`src/rtl/lockin_demod_pkg.sv`:
```
// Shared types, constants and elaboration-time helpers for the lock-in demodulator.
package lockin_demod_pkg;

   localparam int unsigned SAMPLE_W = 16;
   localparam int unsigned PROD_W   = 32;

   // Offset-binary zero code of the ADC
   localparam logic [SAMPLE_W-1:0] SAMPLE_OFFSET = 16'h8000;

   // pi in Q30 fixed point, used only when building the sine table
   localparam longint PI_Q30 = 64'sd3373259426;

   typedef enum logic {
      ST_IDLE = 1'b0,
      ST_RUN  = 1'b1
   } state_e;

   // Per-sample mixer products travelling from P2 into the accumulators
   typedef struct packed {
      logic signed [PROD_W-1:0] i;
      logic signed [PROD_W-1:0] q;
   } iq_prod_t;

   // Accumulator width for a block of 2^log2n products
   function automatic int unsigned acc_width(input int unsigned log2n);
      return PROD_W + log2n;
   endfunction

   // Quarter-wave index offset turning a sine lookup into a cosine lookup
   function automatic int unsigned quad_offset(input int unsigned lut_aw);
      return 32'd1 << (lut_aw - 2);
   endfunction

   // round(32767*sin(2*pi*k/2^aw)) via quarter-wave symmetry and a Q30 Taylor series
   function automatic logic signed [15:0] sine_entry(input int unsigned k, input int unsigned aw);
      longint     quarter;
      longint     j;
      longint     x;
      longint     x2;
      longint     term;
      longint     sum;
      longint     mag;
      logic [1:0] quad;
      quarter = 64'sd1 <<< (aw - 2);
      quad    = 2'(k >> (aw - 2));
      j       = longint'(k) & (quarter - 64'sd1);
      if (quad[0]) j = quarter - j;
      x    = (64'sd2 * PI_Q30 * j) >>> aw;
      x2   = (x * x) >>> 30;
      term = x;
      sum  = x;
      for (int n = 1; n <= 8; n++) begin
         term = -(((term * x2) >>> 30) / longint'((2 * n) * (2 * n + 1)));
         sum  = sum + term;
      end
      mag = (64'sd32767 * sum + (64'sd1 <<< 29)) >>> 30;
      if (quad[1]) mag = -mag;
      return 16'(mag);
   endfunction

endpackage

```
`src/rtl/lockin_demod_sine_rom.sv`:
```
// Full-wave sine table with two synchronous read ports (sin and cos), one-cycle latency.
// Contents are produced at elaboration from the package table generator.
module lockin_demod_sine_rom
   import lockin_demod_pkg::*;
#(
   parameter int unsigned AW = 8
) (
   input  logic                clk_i,
   input  logic                rst_i,
   input  logic [AW-1:0]       sin_addr_i,
   input  logic [AW-1:0]       cos_addr_i,
   output logic signed [15:0]  sin_o,
   output logic signed [15:0]  cos_o
);

   localparam int unsigned DEPTH = 32'd1 << AW;

   logic signed [15:0] rom [DEPTH];
   logic signed [15:0] sin_q;
   logic signed [15:0] cos_q;

   // Constant table contents
   for (genvar k = 0; k < DEPTH; k++) begin : g_rom
      localparam logic signed [15:0] ENTRY = sine_entry(k, AW);
      assign rom[k] = ENTRY;
   end

   // Registered dual read
   always_ff @(posedge clk_i or posedge rst_i) begin
      if (rst_i) begin
         sin_q <= '0;
         cos_q <= '0;
      end else begin
         sin_q <= rom[sin_addr_i];
         cos_q <= rom[cos_addr_i];
      end
   end

   assign sin_o = sin_q;
   assign cos_o = cos_q;

endmodule

```
`src/rtl/lockin_demod.sv`:
```
// Lock-in demodulator: mixes ADC samples with an NCO sin/cos reference and
// emits block means of the I/Q products every 2^LOG2N accepted samples.
module lockin_demod
   import lockin_demod_pkg::*;
#(
   parameter int unsigned LOG2N   = 10,
   parameter int unsigned PHASE_W = 32,
   parameter int unsigned LUT_AW  = 8
) (
   input  logic                 clk_i,
   input  logic                 rst_i,
   input  logic                 en_i,
   input  logic [PHASE_W-1:0]   phase_inc_i,
   input  logic                 phase_clr_i,
   input  logic [SAMPLE_W-1:0]  sample_i,
   input  logic                 sample_valid_i,
   output logic signed [31:0]   i_out_o,
   output logic signed [31:0]   q_out_o,
   output logic                 out_valid_o,
   output logic                 busy_o
);

   localparam int unsigned ACC_W = acc_width(LOG2N);
   localparam logic [LOG2N-1:0]  CNT_LAST = '1;
   localparam logic [LUT_AW-1:0] COS_OFF  = LUT_AW'(quad_offset(LUT_AW));

   state_e                      state_q, state_d;
   logic                        accept_c, close_c, flush_c, latch_inc_c;

   logic [PHASE_W-1:0]          phase_q, phase_d;
   logic [PHASE_W-1:0]          inc_q;
   logic [LOG2N-1:0]            count_q, count_d;

   logic signed [SAMPLE_W-1:0]  s0_q, s1_q;
   logic [LUT_AW-1:0]           idx0_q;
   logic                        v0_q, v1_q, v2_q, v0_d, v1_d, v2_d;
   logic                        last0_q, last1_q, last2_q, last0_d, last1_d, last2_d;

   logic signed [15:0]          rom_sin, rom_cos;
   iq_prod_t                    prod_q, prod_d;

   logic signed [ACC_W-1:0]     acc_i_q, acc_q_q, acc_i_d, acc_q_d;
   logic signed [ACC_W-1:0]     sum_i_c, sum_q_c;
   logic signed [31:0]          i_out_q, q_out_q, i_out_d, q_out_d;
   logic                        out_valid_q, out_valid_d;
   logic                        busy_q, busy_d;

   // FSM state register
   always_ff @(posedge clk_i or posedge rst_i) begin
      if (rst_i) state_q <= ST_IDLE;
      else       state_q <= state_d;
   end

   // FSM next state: en_i alone moves between idle and running
   always_comb begin
      state_d = state_q;
      unique case (state_q)
         ST_IDLE: if (en_i)  state_d = ST_RUN;
         ST_RUN:  if (!en_i) state_d = ST_IDLE;
         default: state_d = ST_IDLE;
      endcase
   end

   // FSM controls: sample acceptance, block close, flush, increment latch
   always_comb begin
      accept_c    = 1'b0;
      close_c     = 1'b0;
      flush_c     = 1'b0;
      latch_inc_c = 1'b0;
      unique case (state_q)
         ST_IDLE: begin
            flush_c     = 1'b1;
            latch_inc_c = en_i;
         end
         ST_RUN: begin
            if (!en_i) begin
               flush_c = 1'b1;
            end else begin
               accept_c    = sample_valid_i;
               close_c     = sample_valid_i && (count_q == CNT_LAST);
               latch_inc_c = close_c;
            end
         end
         default: flush_c = 1'b1;
      endcase
   end

   // NCO phase: clear wins over the increment of a coincident sample
   always_comb begin
      phase_d = phase_q;
      if (phase_clr_i)   phase_d = '0;
      else if (accept_c) phase_d = phase_q + inc_q;
   end

   // Block counter and pipeline valid/last tags
   always_comb begin
      count_d = count_q;
      if (flush_c)       count_d = '0;
      else if (accept_c) count_d = close_c ? '0 : count_q + LOG2N'(1);
      v0_d    = accept_c;
      last0_d = close_c;
      v1_d    = v0_q & ~flush_c;
      last1_d = last0_q;
      v2_d    = v1_q & ~flush_c;
      last2_d = last1_q;
      busy_d  = (state_d == ST_RUN) && ((count_d != '0) || v0_d || v1_d || v2_d);
   end

   // Control registers: phase, increment, count, tags, busy
   always_ff @(posedge clk_i or posedge rst_i) begin
      if (rst_i) begin
         phase_q <= '0;
         inc_q   <= '0;
         count_q <= '0;
         v0_q    <= 1'b0;
         v1_q    <= 1'b0;
         v2_q    <= 1'b0;
         last0_q <= 1'b0;
         last1_q <= 1'b0;
         last2_q <= 1'b0;
         busy_q  <= 1'b0;
      end else begin
         phase_q <= phase_d;
         if (latch_inc_c) inc_q <= phase_inc_i;
         count_q <= count_d;
         v0_q    <= v0_d;
         v1_q    <= v1_d;
         v2_q    <= v2_d;
         last0_q <= last0_d;
         last1_q <= last1_d;
         last2_q <= last2_d;
         busy_q  <= busy_d;
      end
   end

   // P0: signed sample and LUT index from the pre-increment phase
   always_ff @(posedge clk_i or posedge rst_i) begin
      if (rst_i) begin
         s0_q   <= '0;
         idx0_q <= '0;
      end else if (accept_c) begin
         s0_q   <= signed'(sample_i ^ SAMPLE_OFFSET);
         idx0_q <= phase_q[PHASE_W-1 -: LUT_AW];
      end
   end

   // P1: reference lookup, sample delayed to stay aligned with the ROM output
   lockin_demod_sine_rom #(
      .AW (LUT_AW)
   ) u_sine_rom (
      .clk_i      (clk_i),
      .rst_i      (rst_i),
      .sin_addr_i (idx0_q),
      .cos_addr_i (idx0_q + COS_OFF),
      .sin_o      (rom_sin),
      .cos_o      (rom_cos)
   );

   // P1 sample delay
   always_ff @(posedge clk_i or posedge rst_i) begin
      if (rst_i) s1_q <= '0;
      else       s1_q <= s0_q;
   end

   // P2 mixer products
   always_comb begin
      prod_d.i = 32'(s1_q) * 32'(rom_cos);
      prod_d.q = 32'(s1_q) * 32'(rom_sin);
   end

   // P2 product register
   always_ff @(posedge clk_i or posedge rst_i) begin
      if (rst_i) prod_q <= '0;
      else       prod_q <= prod_d;
   end

   // P3: accumulate; the closing product is folded in and the block mean dumped
   always_comb begin
      sum_i_c     = acc_i_q + ACC_W'(prod_q.i);
      sum_q_c     = acc_q_q + ACC_W'(prod_q.q);
      acc_i_d     = acc_i_q;
      acc_q_d     = acc_q_q;
      i_out_d     = i_out_q;
      q_out_d     = q_out_q;
      out_valid_d = 1'b0;
      if (flush_c) begin
         acc_i_d = '0;
         acc_q_d = '0;
      end else if (v2_q) begin
         if (last2_q) begin
            acc_i_d     = '0;
            acc_q_d     = '0;
            i_out_d     = 32'(sum_i_c >>> LOG2N);
            q_out_d     = 32'(sum_q_c >>> LOG2N);
            out_valid_d = 1'b1;
         end else begin
            acc_i_d = sum_i_c;
            acc_q_d = sum_q_c;
         end
      end
   end

   // P3 accumulator and output registers
   always_ff @(posedge clk_i or posedge rst_i) begin
      if (rst_i) begin
         acc_i_q     <= '0;
         acc_q_q     <= '0;
         i_out_q     <= '0;
         q_out_q     <= '0;
         out_valid_q <= 1'b0;
      end else begin
         acc_i_q     <= acc_i_d;
         acc_q_q     <= acc_q_d;
         i_out_q     <= i_out_d;
         q_out_q     <= q_out_d;
         out_valid_q <= out_valid_d;
      end
   end

   assign i_out_o     = i_out_q;
   assign q_out_o     = q_out_q;
   assign out_valid_o = out_valid_q;
   assign busy_o      = busy_q;

endmodule

```
`config.mk`:
```
export PLATFORM = sky130hd
export DESIGN_NAME = lockin_demod
export DESIGN_NICKNAME = d
export VERILOG_FILES = /design/src/rtl/lockin_demod_pkg.sv /design/src/rtl/lockin_demod_sine_rom.sv /design/src/rtl/lockin_demod.sv
export SDC_FILE = /design/constraint.sdc
export NUM_CORES = 2
export LEC_CHECK = 0
export BUFFER_PORTS_ARGS = -buffer_cell sky130_fd_sc_hd__buf_2
export CORE_MARGIN = 2
export CORE_UTILIZATION = 25
export DETAILED_ROUTE_END_ITERATION = 10
export HOLD_SLACK_MARGIN = 0.05
export SLEW_MARGIN = 15
export SYNTH_ARGS = -nofsm -noshare
export SYNTH_HDL_FRONTEND = slang
export SYNTH_SLANG_ARGS = --single-unit
```
`constraint.sdc`:
```
create_clock -name clk_i -period 10.65 [get_ports clk_i]
set_input_delay 0.5325 -clock clk_i [delete_from_list [all_inputs] [get_ports clk_i]]
set_output_delay 0.5325 -clock clk_i [all_outputs]
set_load 0.02 [all_outputs]
```
# Yosys cells after proc, flatten, opt, wreduce, memory -nomap -nowiden
# Memories as Yosys holds them, arrays and structs flattened. A register that Yosys moved wholly into a read port is not among the register bits.
# Cells that the tools add are included.
# W data, S select, Z words.
# classes
addsub	5
bitwise	7
n_reduce_logical	9
mul	2
muxes	22
n_eq_ne	1
# ops
operator	n
$mux W42	6
$add A42 B32 Y42	2
$mul A16 B16 Y32	2
$mux W32	2
$add A32 B32 Y32	1
$mux W10	3
$not A8 Y9	2
$add A10 B1 Y10 const B	1
$eq A10 B10 Y1 const B	1
$reduce_bool A10 Y1	1
$mux W1	9
$add A8 B7 Y8 const B	1
$pmux W1 S2	2
$reduce_bool A2 Y1	2
$logic_or A1 B1 Y1	3
$not A1 Y1	3
$reduce_and A3 Y1	1
$and A1 B1 Y1	2
$logic_and A1 B1 Y1	2
# totals
regBits	335
rom_bits	8192
word_cells	69
output_inout_bits	66
input_bits	53
n_memories	2
# memory_table
name	words	width	rd	rd_clocked_by_memory_dff	wr	line	source
(no name shown)	256	16	1	1	0	lockin_demod_sine_rom.sv:34	sin_q <= rom[sin_addr_i];
(no name shown)	256	16	1	1	0	lockin_demod_sine_rom.sv:35	cos_q <= rom[cos_addr_i];

# Logic depth before layout (Yosys ltp)
# depth
word_depth	12
mapped_depth	24
ltp_nobuf	23

# Hierarchy
# From an unflattened synthesis, not the netlist that was laid out.
# hier_totals
cells_unflattened	5202
area_unflattened_um2	45595.0
# modules_own_cells
mod	seq_area_each_um2	cells_each	area_per_inst_um2	n_inst
lockin_demod	8383.0	3756	36309.8	1
lockin_demod_sine_rom	800.8	1446	9285.2	1

# Worst setup path after synthesis
# No wires, ideal clock.
# synth_timing
path_kind	flip-flop to flip-flop
startpoint	register s1_q[15]
endpoint	register prod_q[63] in the netlist's numbering
arrival_ns	6.216
path_slack_ns	4.312
t_required_ns	10.527
path_stages_with_launch	22
setup_ns	0.123
period_less_slack_ns	6.338
n_path_buf	1
path_cell_list	dfrtp_1 clkbuf_1 nand2_1 inv_1 fa_1 fa_1 fa_1 fa_1 fa_1 inv_1 fa_1 inv_1 ha_1 and4_1 and4_1 nand2_1 o21a_1 a31oi_1 a41o_1 or2_2 a221o_1 xnor2_1
# synth_rtl
element	line	source
from (decl)	lockin_demod.sv:34	logic signed [SAMPLE_W-1:0] s0_q, s1_q;
from (signal assigned)	lockin_demod.sv:162	else s1_q <= s0_q;
to (signal assigned)	lockin_demod.sv:174	else prod_q <= prod_d;
to (decl)	lockin_demod.sv:40	iq_prod_t prod_q, prod_d;

==> run_results.csv <==
group,metric,value,unit
outcome,status,"complete, no violations",
sta,setup_ws,3.32,ns
min_path,worstHoldPathType,"input port to asynchronous set/reset pin",
finish,synthToLayoutAreaGrowth,10.4,%
place,io_buffer_count,118,
sta,clock_skew,0.0372,ns
floorplan,fp.dieH,414,um
floorplan,start_util,25.2,%
global_routing,antenna_found_initial,8,
clocking,numCtsBuffers,44,
sta,fin_tns_setup,0,ns
yosys,async_reset_ff_share,100,%
clocking,cts_max_path_buffers,3,
finish,layout-drive-gt1-share,6.95,%
yosys,seq_area_frac_synth,21.8,%
global_routing,first_global_vias,34500,
clocking,clkSlewWorstSetupHoldPaths,0.06,ns
clocking,cts_sinks,367,
yosys,synth_seq_cells,367,
critical_path,critPathKind,"flop to flop",
floorplan,io_pins,119,
route,wl_per_cell,17.1,um
sta,finalSetupViolations,0,
run,maxCapViolCount,0,
yosys,synth.distinct_cells,78,
critical_path,cp-end-kind,"flop",
route,routed_via_density,4.82,
place,place.gp.congestion,0.961,
yosys,avgSynthCellArea,8.82,um2
route,ant_nets,0,
route,first_pass_iters,6,
floorplan,core,167000,um2
place,dp_slack,3.34,ns
sta,min_period,7.33,ns
sta,hold_viol,0,
critical_path,ff2ff_path_depth,20,
clocking,clock_latency,0.63,ns
clocking,holdBufCountCts,0,
global_routing,grt_usage,13.8,%
critical_path,crit_arrival,7.81,ns
route,wl,119,mm
clocking,htree_levels,2,
finish,layout_common_cells,"nand2_1 (664), inv_1 (618), fa_1 (527)",
finish,final_util,27.8,%
yosys,yosysWarnings,0,
yosys,ys.flop_type,"dfrtp_1",
critical_path,required,11.14,ns
finish,final_cells,6965,
place,hpwl,88.6,mm
global_routing,gr-total-overflow,0,
route,remaining_drc_errors,0,
global_routing,grt_pass1_wl,192,mm
clocking,clockRootBuffer,"clkbuf_16",
clocking,cts_setup_buffers,0,
sta,layout_worst_path_cycle_share,68.8,%
yosys,synth-edff-count,0,
yosys,syn_area,42100,um2
clocking,tritoncts,"yes",
route,vias,33500,
sta,fmax,137,MHz
global_routing,grt_max_degree,147,
finish,final_nets,5599,
floorplan,fp.dieW,414,um
sta,rsz0062_at_grt,"false",
finish,final_common_cell,"nand2_1",
critical_path,worst-path-max-fanout,32,
sta,relSlewSlack,19.6,%
place,place_inst,6884,
finish,n_antenna_cell,0,
route,drt_iter0_drc,2710,
floorplan,dieArea,172000,um2
critical_path,startpoint_type,"flop",
yosys,synth_nets,5642,
sta,tightest_slew,1.21,ns
sta,drv_slew,0,
yosys,synthCells,4769,
clocking,ctsResizeCount,0,
floorplan,rows,150,
-- registers in the layout, summed over array words and instances (netlist names), 10 cells and up --
signal / cells
prod_q: 64
acc_i_q: 42
acc_q_q: 42
i_out_o: 32
inc_q: 32
phase_q: 32
q_out_o: 32
s0_q: 16
s1_q: 16
u_sine_rom.cos_o: 16
u_sine_rom.sin_o: 16
count_q: 10
-- Yosys cell counts (all sizes together), types with 16 or more instances --
cell type	count	share of area (%)
nand2	665	5.9
inv	621	5.5
fa	527	25
dfrtp	367	22
o21ai	316	3.8
ha	293	8.7
a21oi	288	3.4
and2	267	4.0
nor2	242	2.2
clkbuf	219	2.0
xnor2	113	2.4
a21o	84	1.5
nand3	66	0.78
xor2	64	1.3
nor3	45	0.54
a211oi	43	0.77
mux2	43	1.2
a31oi	42	0.62
buf	31	0.28
nand2b	31	0.46
o21bai	29	0.52
o211ai	28	0.50
o21a	24	0.43
nor2b	21	0.31
a311oi	18	0.39
and3	18	0.27
mux2i	16	0.38
nand4	16	0.24
-- routing by layer --
layer  track usage, %  wire length (um)  share of wire [%]
met1             18.9             53100                 44
met5                0                42              0.035
met4             3.99              3570                3.0
met3             2.22              7500                6.3
met2             22.5             55200                 46
-- critical path: stages, from the launching register on --
cell,delay [ns]
dfrtp_1,1.07
nand2_1,0.23
inv_1,0.19
fa_1,0.55
fa_1,0.90
fa_1,0.53
fa_1,0.50
fa_1,0.49
inv_1,0.05
fa_1,0.48
inv_1,0.04
ha_1,0.28
and4_1,0.24
and4_1,0.22
nand2_1,0.07
o21a_1,0.15
a31oi_1,0.15
a41o_1,0.28
or2_2,0.29
a221o_1,0.34
xnor2_1,0.13
-- cell families (layout without fill, tap and decap cells) --
| group | count (synthesis) | count (layout) | synth area share, % |
|---|---|---|---|
| flip-flops | 367 | 367 | 21.8 |
| XOR/XNOR | 177 | 177 | 3.68 |
| AO/OA/AOI/OAI | 1031 | 1031 | 15.2 |
| AND/OR/NAND/NOR | 1433 | 1433 | 15.7 |
| buffers and inverters | 874 | 866 | 7.80 |
| adder cells (fa/ha/maj) | 820 | 820 | 33.8 |
| multiplexers | 67 | 67 | 1.96 |
-- through the flow --
stage	instance area (um2)	hold WS [ns]
2_1_floorplan	42100	0.331
6_report	46500	0.0898
4_1_cts	46500	0.0666
3_3_place_gp	44900	0.334
3_5_place_dp	44900	0.340
5_1_grt	46500	0.0966
-- final cells by class --
cell class,count,area [um2]
fillers,17700,121000
repair buffers,161,938
multi-input cells,3528,29600
clock buffers,55,1200
well taps,2204,2760
clock inverters,26,368
inverters,624,2350
flip-flops and latches,367,9190
-- worst paths after layout --
kind | from | to | slack [ns]
setup / recovery | s1_q[15]$_DFF_PP0_ | prod_q[63]$_DFF_PP0_ | 3.32
hold / removal | rst_i | i_out_o[14]$_DFFE_PP0P_ | 0.09
setup reg to reg | s1_q[15]$_DFF_PP0_ | prod_q[63]$_DFF_PP0_ | 3.32
hold reg to reg | last0_q$_DFF_PP0_ | last1_q$_DFF_PP0_ | 0.35
max in group asynchronous | rst_i | idx0_q[2]$_DFFE_PP0P_ | 8.36
min in group clk_i | sample_i[5] | s0_q[5]$_DFFE_PP0P_ | 0.11
Power is left out: the tool's default activity adds up to more than one toggle a clock period on the data nets, which glitch-free logic cannot reach.
